`src/rtl/mem_hier_pkg.sv`:
```
// Shared definitions for the dual I/D cache miss controller.
//   state_e   : miss-service FSM encoding (IDLE, WB, RD, FILL)
//   SIDE_I/D  : which cache a captured miss belongs to
//   pick_side : arbitration between simultaneous I and D misses
package mem_hier_pkg;

    typedef enum logic [1:0] {
        IDLE = 2'd0,
        WB   = 2'd1,
        RD   = 2'd2,
        FILL = 2'd3
    } state_e;

    localparam logic SIDE_I = 1'b0;
    localparam logic SIDE_D = 1'b1;

    // Fixed-priority pick; only meaningful when at least one side misses.
    function automatic logic pick_side(input logic i_miss, input logic d_miss, input logic d_wins);
        logic side;
        if (i_miss && d_miss) begin
            side = d_wins ? SIDE_D : SIDE_I;
        end else if (d_miss) begin
            side = SIDE_D;
        end else begin
            side = SIDE_I;
        end
        return side;
    endfunction

endpackage

```
`src/rtl/sat_counter.sv`:
```
// Saturating up-counter used for the miss / writeback statistics.
//   clk, rst_n : clock, asynchronous active-low clear
//   inc_i      : count one event this cycle
//   cnt_o      : current count, sticks at all-ones
module sat_counter #(
    parameter int unsigned CNT_W = 16
) (
    input  logic             clk,
    input  logic             rst_n,
    input  logic             inc_i,
    output logic [CNT_W-1:0] cnt_o
);

    logic [CNT_W-1:0] cnt_q;
    logic [CNT_W-1:0] cnt_d;

    // Next count: stop at all-ones instead of wrapping to zero.
    always_comb begin
        cnt_d = cnt_q;
        if (inc_i && (cnt_q != {CNT_W{1'b1}})) begin
            cnt_d = cnt_q + {{(CNT_W-1){1'b0}}, 1'b1};
        end else begin
            cnt_d = cnt_q;
        end
    end

    // Count register.
    always_ff @(posedge clk or negedge rst_n) begin
        if (!rst_n) begin
            cnt_q <= {CNT_W{1'b0}};
        end else begin
            cnt_q <= cnt_d;
        end
    end

    assign cnt_o = cnt_q;

endmodule

```
`src/rtl/dual_cache_miss_ctrl.sv`:
```
// Miss controller servicing an I-cache and a D-cache against one unified
// memory. One miss is serviced at a time; a dirty D victim is written back
// before the refill read. Simultaneous misses are resolved by D_FIRST.
//   Inputs : clk, rst_n, I side (i_req, i_hit, i_line_addr),
//            D side (d_req, d_hit, d_dirty, d_line_addr, d_victim_addr,
//            d_victim_data), memory (u_rdata, u_rdy)
//   Outputs: memory request (u_re, u_we, u_addr, u_wdata), refill
//            (fill_data, i_fill_we, d_fill_we), stall, and saturating
//            counters i_miss_cnt, d_miss_cnt, wb_cnt
module dual_cache_miss_ctrl
    import mem_hier_pkg::*;
#(
    parameter int unsigned ADDR_W  = 14,
    parameter int unsigned LINE_W  = 64,
    parameter int unsigned CNT_W   = 16,
    parameter int unsigned D_FIRST = 1,
    parameter int unsigned WB_EN   = 1
) (
    input  logic              clk,
    input  logic              rst_n,
    input  logic              i_req,
    input  logic              i_hit,
    input  logic [ADDR_W-1:0] i_line_addr,
    input  logic              d_req,
    input  logic              d_hit,
    input  logic              d_dirty,
    input  logic [ADDR_W-1:0] d_line_addr,
    input  logic [ADDR_W-1:0] d_victim_addr,
    input  logic [LINE_W-1:0] d_victim_data,
    input  logic [LINE_W-1:0] u_rdata,
    input  logic              u_rdy,
    output logic              u_re,
    output logic              u_we,
    output logic [ADDR_W-1:0] u_addr,
    output logic [LINE_W-1:0] u_wdata,
    output logic [LINE_W-1:0] fill_data,
    output logic              i_fill_we,
    output logic              d_fill_we,
    output logic              stall,
    output logic [CNT_W-1:0]  i_miss_cnt,
    output logic [CNT_W-1:0]  d_miss_cnt,
    output logic [CNT_W-1:0]  wb_cnt
);

    localparam logic D_WINS  = (D_FIRST != 32'd0) ? 1'b1 : 1'b0;
    localparam logic WB_ALLOW = (WB_EN != 32'd0) ? 1'b1 : 1'b0;

    state_e            state_q, state_d;
    logic              side_q, side_d;
    logic [ADDR_W-1:0] line_addr_q, line_addr_d;
    logic [ADDR_W-1:0] victim_addr_q, victim_addr_d;
    logic [LINE_W-1:0] victim_data_q, victim_data_d;
    logic              u_re_q, u_re_d;
    logic              u_we_q, u_we_d;
    logic [ADDR_W-1:0] u_addr_q, u_addr_d;
    logic [LINE_W-1:0] u_wdata_q, u_wdata_d;
    logic [LINE_W-1:0] fill_data_q, fill_data_d;
    logic              i_fill_we_q, i_fill_we_d;
    logic              d_fill_we_q, d_fill_we_d;

    logic              i_miss_s;
    logic              d_miss_s;
    logic              pick_s;
    logic              i_inc_s;
    logic              d_inc_s;
    logic              wb_inc_s;

    assign i_miss_s = i_req & ~i_hit;
    assign d_miss_s = d_req & ~d_hit;
    assign pick_s   = pick_side(i_miss_s, d_miss_s, D_WINS);

    // FSM next state, miss capture and counter increment strobes.
    always_comb begin
        state_d       = state_q;
        side_d        = side_q;
        line_addr_d   = line_addr_q;
        victim_addr_d = victim_addr_q;
        victim_data_d = victim_data_q;
        fill_data_d   = fill_data_q;
        i_inc_s       = 1'b0;
        d_inc_s       = 1'b0;
        wb_inc_s      = 1'b0;
        case (state_q)
            IDLE: begin
                if (i_miss_s || d_miss_s) begin
                    side_d = pick_s;
                    if (pick_s == SIDE_D) begin
                        line_addr_d   = d_line_addr;
                        victim_addr_d = d_victim_addr;
                        victim_data_d = d_victim_data;
                        d_inc_s       = 1'b1;
                        state_d       = (d_dirty && WB_ALLOW) ? WB : RD;
                    end else begin
                        line_addr_d = i_line_addr;
                        i_inc_s     = 1'b1;
                        state_d     = RD;
                    end
                end else begin
                    state_d = IDLE;
                end
            end
            WB: begin
                if (u_rdy) begin
                    wb_inc_s = 1'b1;
                    state_d  = RD;
                end else begin
                    state_d = WB;
                end
            end
            RD: begin
                if (u_rdy) begin
                    fill_data_d = u_rdata;
                    state_d     = FILL;
                end else begin
                    state_d = RD;
                end
            end
            FILL: begin
                state_d = IDLE;
            end
            default: begin
                state_d = IDLE;
            end
        endcase
    end

    // Memory/fill outputs are derived from the next state so they can be
    // registered and still line up with the state they belong to.
    always_comb begin
        u_re_d      = (state_d == RD);
        u_we_d      = (state_d == WB);
        i_fill_we_d = (state_d == FILL) && (side_d == SIDE_I);
        d_fill_we_d = (state_d == FILL) && (side_d == SIDE_D);
        u_addr_d    = u_addr_q;
        u_wdata_d   = u_wdata_q;
        if (state_d == WB) begin
            u_addr_d  = victim_addr_d;
            u_wdata_d = victim_data_d;
        end else if (state_d == RD) begin
            u_addr_d  = line_addr_d;
            u_wdata_d = u_wdata_q;
        end else begin
            u_addr_d  = u_addr_q;
            u_wdata_d = u_wdata_q;
        end
    end

    // State, capture and output registers.
    always_ff @(posedge clk or negedge rst_n) begin
        if (!rst_n) begin
            state_q       <= IDLE;
            side_q        <= SIDE_I;
            line_addr_q   <= {ADDR_W{1'b0}};
            victim_addr_q <= {ADDR_W{1'b0}};
            victim_data_q <= {LINE_W{1'b0}};
            u_re_q        <= 1'b0;
            u_we_q        <= 1'b0;
            u_addr_q      <= {ADDR_W{1'b0}};
            u_wdata_q     <= {LINE_W{1'b0}};
            fill_data_q   <= {LINE_W{1'b0}};
            i_fill_we_q   <= 1'b0;
            d_fill_we_q   <= 1'b0;
        end else begin
            state_q       <= state_d;
            side_q        <= side_d;
            line_addr_q   <= line_addr_d;
            victim_addr_q <= victim_addr_d;
            victim_data_q <= victim_data_d;
            u_re_q        <= u_re_d;
            u_we_q        <= u_we_d;
            u_addr_q      <= u_addr_d;
            u_wdata_q     <= u_wdata_d;
            fill_data_q   <= fill_data_d;
            i_fill_we_q   <= i_fill_we_d;
            d_fill_we_q   <= d_fill_we_d;
        end
    end

    assign u_re      = u_re_q;
    assign u_we      = u_we_q;
    assign u_addr    = u_addr_q;
    assign u_wdata   = u_wdata_q;
    assign fill_data = fill_data_q;
    assign i_fill_we = i_fill_we_q;
    assign d_fill_we = d_fill_we_q;

    // Stall is combinational so a fresh miss freezes the pipe the same cycle.
    assign stall = i_miss_s | d_miss_s | (state_q != IDLE);

    sat_counter #(.CNT_W(CNT_W)) u_i_miss_cnt (
        .clk   (clk),
        .rst_n (rst_n),
        .inc_i (i_inc_s),
        .cnt_o (i_miss_cnt)
    );

    sat_counter #(.CNT_W(CNT_W)) u_d_miss_cnt (
        .clk   (clk),
        .rst_n (rst_n),
        .inc_i (d_inc_s),
        .cnt_o (d_miss_cnt)
    );

    sat_counter #(.CNT_W(CNT_W)) u_wb_cnt (
        .clk   (clk),
        .rst_n (rst_n),
        .inc_i (wb_inc_s),
        .cnt_o (wb_cnt)
    );

endmodule

```
`config.mk`:
```
export PLATFORM = sky130hd
export DESIGN_NAME = dual_cache_miss_ctrl
export DESIGN_NICKNAME = d
export VERILOG_FILES = /design/src/rtl/mem_hier_pkg.sv /design/src/rtl/sat_counter.sv /design/src/rtl/dual_cache_miss_ctrl.sv
export SDC_FILE = /design/constraint.sdc
export NUM_CORES = 1
export LEC_CHECK = 0
export ABC_AREA = 1
export BUFFER_PORTS_ARGS = -buffer_cell sky130_fd_sc_hd__buf_2
export CORE_MARGIN = 3
export CORE_UTILIZATION = 45
export CTS_CLUSTER_DIAMETER = 80
export DETAILED_ROUTE_END_ITERATION = 8
export GPL_TIMING_DRIVEN = 0
export PLACE_DENSITY = 0.7
export SYNTH_ARGS = -nofsm -noshare
export SYNTH_HDL_FRONTEND = slang
export SYNTH_SLANG_ARGS = --single-unit
```
`constraint.sdc`:
```
create_clock -name clk -period 3.3 [get_ports clk]
set_input_delay 0.165 -clock clk [delete_from_list [all_inputs] [get_ports clk]]
set_output_delay 0.165 -clock clk [all_outputs]
set_load 0.02 [all_outputs]
```
Word level (Yosys, flattened, before mapping). Cells that the tools add are included.

Input bits: 178. Word-level logic and storage cells: 74. Register bits: 289. Output and inout port bits: 195.

Muxes and demuxes: 29. Bitwise gates (word level): 7. Add/subtract/negate cells: 3. Equality and inequality tests: 9. Reductions and logical operators: 11.

Operators by type and width (count): $mux W64 (3); $mux W14 (8); $add A16 B1 Y16 const B (3); $ne A16 B16 Y1 const B (3); $mux W1 (13); $eq A2 B2 Y1 const B (4); $mux W2 (4); $pmux W2 S4 (1); $logic_and A1 B1 Y1 (6); $eq A2 B1 Y1 const B (2); $reduce_bool A2 Y1 (2); $not A1 Y1 (3); $and A1 B1 Y1 (2); $logic_not A2 Y1 (1); $or A1 B1 Y1 (2); $reduce_and A2 Y1 (1); $logic_or A1 B1 Y1 (1).

Longest topological paths before layout.
Depth in word-level cells: 10. Depth in mapped cells: 15. Gate-level depth less buffers: 12.

By module. Synthesis repeated with hierarchy kept, for this count alone.

Cells, all modules: 1519. Area, all modules: 12675.9 µm².

By module, submodules not included: dual_cache_miss_ctrl (seq. area each 6030.8 µm², instances 1, area an instance 9527.9 µm², cells each 1074); sat_counter at u_d_miss_cnt ... (seq. area each 400.4 µm², instances 2, area an instance 1058.5 µm², cells each 149); sat_counter at u_wb_cnt (seq. area each 400.4 µm², instances 1, area an instance 1031.0 µm², cells each 147).

Least setup slack after synthesis. Ideal clock, no wire load.

Path type: register to register. From: reg state_q[0]. To: reg u_wdata_q[37] (netlist: u_wdata[37]). Arrival time: 2.228 ns. Buffers on the path: 5. Stages on the path, launching flop included: 13. Slack: 0.990 ns. Data required time: 3.218 ns. Setup time: 0.082 ns. Period minus slack after synthesis: 2.310 ns. Cells stage by stage: dfrtp_1 -> nor2_4 -> nand2_2 -> buf_6 -> buf_2 -> nor2_1 -> nor3_1 -> ha_1 -> buf_2 -> clkbuf_1 -> clkbuf_1 -> nor2_1 -> a31oi_1.

Longest elaborated chain between the ends: 3. Elaborated cells between the ends (all ways): 7. Those cells by class: eq/ne (4); mux (2); reduce/logical (1).

RTL lines: from (decl) (RTL line dual_cache_miss_ctrl.sv:48) `state_e state_q, state_d;`; from (signal assigned) (RTL line dual_cache_miss_ctrl.sv:164) `state_q <= state_d;`; $eq A2 B2 Y1, or another cell as far along (RTL line dual_cache_miss_ctrl.sv:83) `case (state_q)`; $pmux W2 S4 (RTL line dual_cache_miss_ctrl.sv:83); $eq A2 B1 Y1 (RTL line dual_cache_miss_ctrl.sv:136) `if (state_d == WB) begin`; to (signal assigned) (RTL line dual_cache_miss_ctrl.sv:159) `u_wdata_q <= {LINE_W{1'b0}};`; to (signal assigned) (RTL line dual_cache_miss_ctrl.sv:172) `u_wdata_q <= u_wdata_d;`; to (decl) (RTL line dual_cache_miss_ctrl.sv:56) `logic [LINE_W-1:0] u_wdata_q, u_wdata_d;`.

Several ways; a longest one is shown, not always the timed one. A chain may end at the register's enable or synchronous reset.

Worst setup path after layout.
From: reg state_q[0]. To: reg u_wdata_q[25] (netlist: u_wdata[25]).

The elaborated chain is that of the path after synthesis.

==> reports/metrics.yaml <==
power_and_ir_drop:
  clock_power_share_pct: 22.5
  ir_drop_v: 0.000548
  powerDensity_nw_per_um2: 890
  p_switching_mw: 6.21
  pwr-share-comb_pct: 39.6
  p_seq_share_pct: 37.9
  switching_share_pct: 40.4
  p_int_mw: 9.18
  power.leakage_nw: 9.26
placed_design:
  dpl.hpwl_mm: 25.9
  place_ws_ns: -0.110
  numPortBuffers: 372
  gp_congestion: 0.892
sta:
  relSlewSlack_pct: 58.9
  worst_pin_slew_ns: 0.616
  whs_ns: 0.0233
  slew_viol_final: 0
  hold_viol: 0
  rsz0062_at_grt: "false"
  skew_ns: 0.00752
  period_share_pct: 88.0
  period_needed_ns: 2.91
  worst_slack_ns: 0.395
  setup_violations: 0
  maxClockFrequency_mhz: 344
hold_path:
  hold_class: "input port to flop"
  worstHoldPathCells: 5
  min_from: "i_line_addr[8]"
  whs_endpoint: "line_addr_q[8]"
flow_run:
  maxCapViolations: 0
global_routing:
  gr-total-overflow: 0
  grt_max_degree: 125
  grt_usage_pct: 25.2
  grt_pass1_wl_mm: 59.8
  first_global_vias: 11700
  antenna_found_initial: 2
logic_synthesis:
  synth_seq_cells: 289
  synth-async-reset-ratio_pct: 100
  synth.top_cell.area_share_pct: 58.8
  avgSynthCellArea_um2: 8.47
  syn_nets: 1638
  synth-edff-count: 0
  ys.flop_type: "dfrtp_1"
  syn_area_um2: 12300
  ys_top_cells_by_area: "dfrtp_1 (59%), nand2_1 (22%), nor2_1 (3.7%), a31oi_1 (3.3%), nand3_1 (1.7%)"
  yosysSeqAreaShare_pct: 58.8
  ys_warn_count: 0
  synth_cell_type_count: 34
  yosysTopAreaCell: "dfrtp_1"
  synthCells: 1453
clocking:
  numCtsBuffers: 30
  h-tree-depth: 1
  clock_latency_ns: 0.55
  root_buffer: "clkbuf_16"
  cts_setup_buffers: 0
  tritoncts: "done"
  clk_pin_slew_ns: 0.06
  clockBufferDepth: 3
  cts_num_sinks: 289
finish:
  final_common_cell: "nand2_1"
  fill_cells: 2147
  final_core_util_pct: 65.4
  syn2layout_area_growth_pct: 40.5
  seq_area_um2: 7230
  nNetsFinal: 2204
  multiInputGateArea_um2: 4550
  final_cell_mix: "nand2_1 (724), buf_2 (396), dfrtp_1 (289), dlygate4sd3_1 (161), nor2_1 (120)"
  drive_above_1_share_pct: 23.4
drt:
  first_pass_iters: 7
  num_vias: 11900
  finalWirelength_mm: 38.2
  drt_iter0_drc: 741
  via_per_inst: 4.99
  wire_per_inst_um: 16.1
  ant_nets: 0
  drcViolationCount: 0
setup_path:
  crit_type: "flop to flop"
  ff2ff_path_depth: 11
  required_ns: 3.76
  cp_data_arrival_time_ns: 3.37
  r2r-end: "u_wdata[25]"
  r2r_slack_ns: 0.39
  critPathLaunchType: "flop"
  end_kind: "flop"
  r2r_start: "state_q[0]"
  crit_fanout: 16
floorplan:
  row_count: 59
  dieArea_um2: 29400
  start_util_pct: 46.5
  die_x_um: 171
  die_y_um: 171
  io_pins: 373
  core-area_um2: 26400
status:
  status: "complete, no violations"
worst max-delay path, cell delays in order (launching register included):
cell      delay (ns)
dfrtp_1         0.41
nor2_4          0.08
nand2_2         0.11
buf_6           0.19
buf_2           0.26
nor2_1          0.06
nor3_1          0.38
ha_1            0.22
buf_2           0.34
clkbuf_1        0.44
nor2_1          0.13
a31oi_1         0.18
metal layers:
metal | vias up | track usage (%) | share of wire (%)
met5 | - | 0 | 0.034
met3 | 87 | 5.70 | 7.5
met4 | 2 | 8.05 | 3.6
met2 | 433 | 42.7 | 48
li1 | 5696 | - | -
met1 | 5639 | 32.4 | 41
through the flow:
stage | std cells | TNS, ns | power, mW | instance area [µm²]
floorplan | 1453 | 0 | 9.54 | 12300
global placement | 2160 | -941.61 | 11.6 | 14600
detailed placement | 2162 | -2.82 | 11.8 | 14600
CTS | 2377 | 0 | 15.4 | 17300
global route | 2378 | 0 | 16.5 | 17300
finish | 2378 | 0 | 15.4 | 17300
cell families (layout without fill, tap and decap cells):
| logic type | Yosys count | after routing | share of synthesized area [%] |
|---|---|---|---|
| buffers and inverters | 112 | 701 | 4.21 |
| DFF | 289 | 289 | 58.8 |
| xor gates and xnor gates | 30 | 30 | 2.14 |
| and+or+nand+nor | 912 | 912 | 29.0 |
| AOI/OAI and AO/OA | 103 | 103 | 5.15 |
| adders and majority gates | 7 | 7 | 0.712 |
| other | 0 | 1 | 0 |
final cells by class:
| class | count | share of cell area [%] |
|---|---|---|
| Antenna cell | 1 | 0.0145 |
| Buffer | 60 | 1.86 |
| Clock buffer | 49 | 5.39 |
| Clock inverter | 6 | 0.528 |
| Inverter | 51 | 1.12 |
| Multi-Input combinational cell | 1052 | 26.3 |
| Sequential cell | 289 | 41.8 |
| Tap cell | 335 | 2.43 |
| Timing Repair Buffer | 535 | 20.5 |
registers in the layout, summed over array words and instances, names as in the netlist, 2 cells and up:
signal / count
fill_data: 64
line_addr_q: 14
state_q: 2
u_addr: 14
u_d_miss_cnt.cnt_o: 16
u_i_miss_cnt.cnt_o: 16
u_wb_cnt.cnt_o: 16
u_wdata: 64
victim_addr_q: 14
victim_data_q: 64
worst max path at each step:
stage / slack [ns] / endpoint / start
finish: 0.39 / u_wdata[25] / state_q[0]
global route: 0.06 / u_addr[11] / state_q[0]
CTS: 0.28 / u_addr[0] / state_q[0]
detailed placement: -0.11 / u_wdata[7] / state_q[0]
global placement: -3.30 / u_wdata[31] / rst_n
floorplan: 0.99 / u_wdata[37] / state_q[0]
power by group through the flow:
stage / clock network, mW / registers, mW / logic (mW)
CTS: 3.54 / 5.79 / 6.09
finish: 3.46 / 5.83 / 6.10
global placement: 0 / 5.79 / 5.77
global route: 3.71 / 5.97 / 6.79
detailed placement: 0 / 5.82 / 5.93
floorplan: 0 / 6.90 / 2.63
synthesized netlist by cell type, types with 2 or more instances:
cell	number
inv_1	49
ha_1	7
nor2_1	120
buf_4	9
nand4_1	5
buf_6	4
o21ai_0	15
nand2_2	5
clkbuf_1	22
a31oi_1	64
dfrtp_1	289
nand3_1	42
nor3_2	2
xor2_1	12
o21ai_1	13
nor2_4	2
nand3b_1	2
a21oi_1	3
o211ai_1	5
nand2_1	724
nor3_1	5
xnor2_1	18
buf_2	25
what timing repair did:
item | CTS | global route
endpoints found under the setup margin | 69 | 1
resized for setup | 0 | 1
endpoints found under the hold margin | 279 | 0
hold buffers | 161 | 0
cloned | 0 | 0
No activity file was read; power rests on OpenSTA's default activity.
